==> src/rtl/wb_cmd_master.sv <==
// wb_cmd_master: Wishbone classic-cycle master for the Nysa command bus.
// Runs single or burst read/write commands from an internal controller.
// Write data streams in on i_wr_*. Read data streams out on o_rd_*.
// Completion is reported on o_done. An ack timeout is flagged on o_timeout.
// Ports:
//   clk, rst (async, active-low)
//   i_cmd_stb/we/adr/len, o_cmd_rdy    : command handshake
//   i_wr_dat/vld, o_wr_rdy             : write-data stream in
//   o_rd_dat/vld                       : read-data stream out (no backpressure)
//   o_done, o_timeout                  : completion / abort status
//   o_wbm_cyc/stb/we/sel/adr/dat,
//   i_wbm_dat/ack/int                  : Wishbone master side
//   o_int                              : i_wbm_int registered once
module wb_cmd_master #(
    parameter int unsigned ADDR_INC = 1,
    parameter int unsigned TIMEOUT  = 256,
    parameter int unsigned TW       = 16
) (
    input  logic        clk,
    input  logic        rst,
    input  logic        i_cmd_stb,
    input  logic        i_cmd_we,
    input  logic [31:0] i_cmd_adr,
    input  logic [15:0] i_cmd_len,
    output logic        o_cmd_rdy,
    input  logic [31:0] i_wr_dat,
    input  logic        i_wr_vld,
    output logic        o_wr_rdy,
    output logic [31:0] o_rd_dat,
    output logic        o_rd_vld,
    output logic        o_done,
    output logic        o_timeout,
    output logic        o_wbm_cyc,
    output logic        o_wbm_stb,
    output logic        o_wbm_we,
    output logic [3:0]  o_wbm_sel,
    output logic [31:0] o_wbm_adr,
    output logic [31:0] o_wbm_dat,
    input  logic [31:0] i_wbm_dat,
    input  logic        i_wbm_ack,
    input  logic        i_wbm_int,
    output logic        o_int
);

    localparam int unsigned AW = 32;
    localparam int unsigned DW = 32;
    localparam int unsigned LW = 16;

    localparam logic [2:0] ST_IDLE  = 3'd0;
    localparam logic [2:0] ST_WDATA = 3'd1;
    localparam logic [2:0] ST_REQ   = 3'd2;
    localparam logic [2:0] ST_REL   = 3'd3;
    localparam logic [2:0] ST_DONE  = 3'd4;

    localparam logic [TW-1:0] TMO_LAST = TW'(TIMEOUT - 1);
    localparam logic [AW-1:0] ADR_STEP = AW'(ADDR_INC);

    logic [2:0]    r_state,   w_state;
    logic          r_cmd_rdy, w_cmd_rdy;
    logic          r_we_cmd,  w_we_cmd;
    logic [LW-1:0] r_rem,     w_rem;
    logic [TW-1:0] r_timer,   w_timer;
    logic          r_cyc,     w_cyc;
    logic          r_stb,     w_stb;
    logic          r_wbm_we,  w_wbm_we;
    logic [3:0]    r_sel;
    logic [AW-1:0] r_adr,     w_adr;
    logic [DW-1:0] r_wdat,    w_wdat;
    logic [DW-1:0] r_rd_dat,  w_rd_dat;
    logic          r_rd_vld,  w_rd_vld;
    logic          r_done,    w_done;
    logic          r_timeout, w_timeout;
    logic          r_int;
    logic          w_accept;

    // o_cmd_rdy is only ever high while the FSM sits in IDLE
    assign w_accept = i_cmd_stb && r_cmd_rdy;

    // Next-state and next-output logic
    always_comb begin
        w_state   = r_state;
        w_cmd_rdy = 1'b0;
        w_we_cmd  = r_we_cmd;
        w_rem     = r_rem;
        w_timer   = r_timer;
        w_cyc     = r_cyc;
        w_stb     = r_stb;
        w_wbm_we  = r_wbm_we;
        w_adr     = r_adr;
        w_wdat    = r_wdat;
        w_rd_dat  = r_rd_dat;
        w_rd_vld  = 1'b0;
        w_timeout = r_timeout;
        w_done    = (r_state == ST_DONE);

        case (r_state)
            ST_IDLE: begin
                // Ready shows one cycle after entering IDLE, so it trails o_done
                w_cmd_rdy = 1'b1;
                if (w_accept) begin
                    w_cmd_rdy = 1'b0;
                    w_we_cmd  = i_cmd_we;
                    w_adr     = i_cmd_adr;
                    w_rem     = i_cmd_len;
                    w_timeout = 1'b0;
                    w_timer   = '0;
                    if (i_cmd_len == '0) begin
                        w_state = ST_DONE;
                    end else if (i_cmd_we) begin
                        w_state = ST_WDATA;
                    end else begin
                        w_cyc    = 1'b1;
                        w_stb    = 1'b1;
                        w_wbm_we = 1'b0;
                        w_state  = ST_REQ;
                    end
                end
            end

            ST_WDATA: begin
                // cyc stays as it was; stb waits for data
                if (i_wr_vld) begin
                    w_wdat   = i_wr_dat;
                    w_cyc    = 1'b1;
                    w_stb    = 1'b1;
                    w_wbm_we = 1'b1;
                    w_timer  = '0;
                    w_state  = ST_REQ;
                end
            end

            ST_REQ: begin
                w_timer = r_timer + TW'(1);
                // Ack takes priority over a timeout expiring in the same cycle
                if (i_wbm_ack) begin
                    w_stb = 1'b0;
                    if (!r_we_cmd) begin
                        w_rd_dat = i_wbm_dat;
                        w_rd_vld = 1'b1;
                    end
                    w_rem   = r_rem - LW'(1);
                    w_adr   = r_adr + ADR_STEP;
                    w_timer = '0;
                    w_state = ST_REL;
                end else if (r_timer == TMO_LAST) begin
                    w_cyc     = 1'b0;
                    w_stb     = 1'b0;
                    w_wbm_we  = 1'b0;
                    w_timeout = 1'b1;
                    w_state   = ST_DONE;
                end
            end

            ST_REL: begin
                // A high ack here is the previous word's ack, still held by the slave
                if (!i_wbm_ack) begin
                    w_timer = '0;
                    if (r_rem == '0) begin
                        w_cyc    = 1'b0;
                        w_wbm_we = 1'b0;
                        w_state  = ST_DONE;
                    end else if (r_we_cmd) begin
                        w_state = ST_WDATA;
                    end else begin
                        w_stb   = 1'b1;
                        w_state = ST_REQ;
                    end
                end else if (r_timer == TMO_LAST) begin
                    w_cyc     = 1'b0;
                    w_stb     = 1'b0;
                    w_wbm_we  = 1'b0;
                    w_timeout = 1'b1;
                    w_state   = ST_DONE;
                end else begin
                    w_timer = r_timer + TW'(1);
                end
            end

            ST_DONE: begin
                w_state = ST_IDLE;
            end

            default: begin
                w_state = ST_IDLE;
            end
        endcase
    end

    // State and output registers
    always_ff @(posedge clk or negedge rst) begin
        if (!rst) begin
            r_state   <= ST_IDLE;
            r_cmd_rdy <= 1'b0;
            r_we_cmd  <= 1'b0;
            r_rem     <= '0;
            r_timer   <= '0;
            r_cyc     <= 1'b0;
            r_stb     <= 1'b0;
            r_wbm_we  <= 1'b0;
            r_sel     <= 4'h0;
            r_adr     <= '0;
            r_wdat    <= '0;
            r_rd_dat  <= '0;
            r_rd_vld  <= 1'b0;
            r_done    <= 1'b0;
            r_timeout <= 1'b0;
            r_int     <= 1'b0;
        end else begin
            r_state   <= w_state;
            r_cmd_rdy <= w_cmd_rdy;
            r_we_cmd  <= w_we_cmd;
            r_rem     <= w_rem;
            r_timer   <= w_timer;
            r_cyc     <= w_cyc;
            r_stb     <= w_stb;
            r_wbm_we  <= w_wbm_we;
            r_sel     <= w_cyc ? 4'hF : 4'h0;
            r_adr     <= w_adr;
            r_wdat    <= w_wdat;
            r_rd_dat  <= w_rd_dat;
            r_rd_vld  <= w_rd_vld;
            r_done    <= w_done;
            r_timeout <= w_timeout;
            r_int     <= i_wbm_int;
        end
    end

    assign o_cmd_rdy = r_cmd_rdy;
    assign o_wr_rdy  = (r_state == ST_WDATA);
    assign o_rd_dat  = r_rd_dat;
    assign o_rd_vld  = r_rd_vld;
    assign o_done    = r_done;
    assign o_timeout = r_timeout;
    assign o_wbm_cyc = r_cyc;
    assign o_wbm_stb = r_stb;
    assign o_wbm_we  = r_wbm_we;
    assign o_wbm_sel = r_sel;
    assign o_wbm_adr = r_adr;
    assign o_wbm_dat = r_wdat;
    assign o_int     = r_int;

endmodule

==> config.mk <==
export PLATFORM = sky130hd
export DESIGN_NAME = wb_cmd_master
export DESIGN_NICKNAME = d
export VERILOG_FILES = /design/src/rtl/wb_cmd_master.sv
export SDC_FILE = /design/constraint.sdc
export NUM_CORES = 1
export LEC_CHECK = 0
export CAP_MARGIN = 5
export CORE_AREA = 4 4 139 141
export CTS_BUF_LIST = sky130_fd_sc_hd__clkbuf_8
export DETAILED_ROUTE_END_ITERATION = 8
export DIE_AREA = 0 0 143 145
export PLACE_DENSITY = 0.76
export RECOVER_POWER = 25
export SETUP_SLACK_MARGIN = 0.02
export SLEW_MARGIN = 30
export SYNTH_ARGS = -nofsm -noshare
export SYNTH_HDL_FRONTEND = slang
export SYNTH_SLANG_ARGS = --single-unit
==> constraint.sdc <==
create_clock -name clk -period 6.3 [get_ports clk]
set_input_delay 0.945 -clock clk [delete_from_list [all_inputs] [get_ports clk]]
set_output_delay 0.945 -clock clk [all_outputs]
set_load 0.05 [all_outputs]
==> results.toml <==
[cts]
postCtsHoldBufs = 0
cts_buffer_depth = 2
cts_tree = "done"
root_buffer = "clkbuf_8"
clkTransAtPathRegs_ns = 0.08
cts_resized = 0
cts_buffers = 17
htree_levels = 4
clock-sinks = 140
post_cts_buffers = 0
insertion_delay_ns = 0.46

[logic_synthesis]
synth_fp_nets = 832
yosysSeqAreaShare = 0.495
postSynthAreaPerCell_um2 = 9.97
synthesis.area_mm2 = 0.00708
synth_edf_count = 0
synth_warnings = 0
synthFlopType = "dfrtp_1"
async_flop_share = 1.00
syn_inst = 710
ys_ff_latch = 140
synthDistinctLibCells = 65

[drt]
totalWireLength_mm = 20.4
wire_per_inst_um = 17.6
ant_nets = 0
drc = 0
vias_per_cell = 5.53
dr_total_vias = 6420
dr.pass1.iters = 5
drtIter0Drc = 533

[pwr]
p_per_area_mw_per_mm2 = 576
vdd_ir_drop_max_v = 0.000335
p_leak_nw = 4.00

[min_path]
hold_path.class = "reg -> reg"

[finish]
layout_commonest_cell = "clkdlybuf4s50_1"
insertedDiodeCount = 0
final-instance-count-excl-fill = 1161
final_cell_mix = "clkdlybuf4s50_1, dfrtp_1, mux2_2"
syn_to_final_growth_pct = 40.9
n_fill_cell = 1572
drive_gt1_frac = 0.129
nets = 1041

[worst_setup_path]
cp_top_family = "buffers and inverters"
crit_path_end_kind = "async pin"
critical_path.max_stage_delay_ns = 2.30
critPathArrivalTime_ns = 4.08
startpoint_type = "input port"
required_ns = 6.80
cp.buffers_inverters = 2
critPathMaxFanout = 78
cp_cell_sequence = "clkbuf_1 -> buf_6"
slowest_stage = "clkbuf_1"
crit_type = "in -> async"

[sta]
setup_ws_ns = 2.73
fin_skew_ns = 0.0123
max_slew_margin = -1.22
clock.fmax_mhz = 280
finalHoldViolCount = 0
fin_crit_ns = 3.57
hold-worst-slack_ns = 0.506
worstMarginPinSlew_ns = 3.33
final-setup-viol-count = 0
slew_viol_final = 64
rsz0062_at_grt = "no"
finalSetupTns_ns = 0
min_period_over_period = 0.567

[die]
top_level_ports = 228
fp.dieH_um = 145
rows = 49
dieArea_mm2 = 0.0207
start_util = 0.394
die_w_um = 143
core_mm2 = 0.0180

[global_route]
grt_start_max_net_pins = 84
antenna_found_initial = 0
grt_pass1_vias = 6292
grt_first_pass_wirelength_mm = 32.9
track_usage = 0.196
grt_overflow_total = 0

[outcome]
outcome = "finished, violations left"
violations = "capacitance limit, slew limit"

[placed_design]
place_inst = 1129
portBuffers = 227
place_congestion = 0.838
hpwlAfterDp_mm = 14.6
dp_worst_setup_slack_ns = 2.95

[job]
drv_cap = 1
## worst paths after layout
| path | cells after the start | slack (ns) | start | end |
|---|---|---|---|---|
| max | 2 | 2.73 | rst | o_wbm_adr[13]$_DFFE_PN0P_ |
| min | 1 | 0.51 | o_wbm_dat[7]$_DFFE_PN0P_ | o_wbm_dat[7]$_DFFE_PN0P_ |
| max reg2reg | 6 | 3.39 | r_state[1]$_DFFE_PN0P_ | o_rd_dat[22]$_DFFE_PN0P_ |
| min reg2reg | 1 | 0.51 | o_wbm_dat[7]$_DFFE_PN0P_ | o_wbm_dat[7]$_DFFE_PN0P_ |
| max in group clk | 3 | 3.11 | r_state[2]$_DFFE_PN0P_ | o_wr_rdy |
| min in group asynchronous | 1 | 1.59 | rst | o_wbm_dat[27]$_DFFE_PN0P_ |
## power by group
group | internal, W | switching, W
clock | 0.000479 | 0.000386
combinational | 0.00115 | 0.00207
sequential | 0.00129 | 0.000376
## per-stage QoR
step / util / power [W] / instance area (um^2)
global route: 0.555 / 0.00608 / 9980
global placement: 0.529 / 0.00483 / 9500
floorplan: - / 0.00382 / 7080
finish: 0.555 / 0.00575 / 9980
CTS: 0.555 / 0.00578 / 9970
detailed placement: 0.529 / 0.00490 / 9500
## sequential cells by signal (all words and copies together) (netlist names), named ones only
name,flops
r_we_cmd,1
o_wbm_we,1
r_rem,16
o_done,1
o_rd_vld,1
o_wbm_stb,1
o_timeout,1
r_state,3
r_timer,16
o_wbm_dat,32
o_rd_dat,32
o_cmd_rdy,1
o_int,1
o_wbm_adr,32
## per-layer routing
layer	GRT usage	up-vias	routed length [um]
met5	0	-	0
li1	-	3043	-
met4	0.0532	0	289
met2	0.312	245	9840
met1	0.261	3103	8680
met3	0.0559	29	1640
## cell families (layout without fill, tap and decap cells)
logic type | Yosys count | in the layout | share of synthesized area
multiplexers | 68 | 68 | 0.108
AO/OA/AOI/OAI | 171 | 171 | 0.149
flip-flops | 140 | 140 | 0.495
AND/OR/NAND/NOR | 262 | 262 | 0.194
adder cells (fa/ha/maj) | 3 | 3 | 0.00530
buffers and inverters | 56 | 278 | 0.0371
XOR/XNOR | 10 | 10 | 0.0124
## synthesized netlist by cell type, types with 6 or more instances
cell / number / share of area
a21oi_1: 62 / 0.044
a2bb2oi_1: 8 / 0.0099
a31oi_1: 7 / 0.0062
and2_1: 8 / 0.0071
and3_1: 18 / 0.016
buf_2: 6 / 0.0042
clkbuf_1: 28 / 0.015
dfrtp_1: 140 / 0.49
inv_1: 13 / 0.0069
mux2_2: 65 / 0.10
nand2_1: 59 / 0.031
nand3_1: 31 / 0.022
nand4_1: 20 / 0.018
nor2_1: 53 / 0.028
nor3_1: 22 / 0.016
nor4_1: 13 / 0.011
o21ai_0: 37 / 0.026
o22a_1: 6 / 0.0074
o22ai_1: 16 / 0.014
or3_1: 6 / 0.0053
xor2_1: 6 / 0.0074
## area by class of cell
class | instances | area (um^2) | area share
Clock buffer | 17 | 234 | 0.0235
Clock inverter | 15 | 236 | 0.0237
Inverter | 13 | 48.8 | 0.00489
Multi-Input combinational cell | 514 | 3350 | 0.336
Sequential cell | 140 | 3500 | 0.351
Tap cell | 229 | 287 | 0.0287
Timing Repair Buffer | 233 | 2310 | 0.232
(Power assumes the default switching activity.)
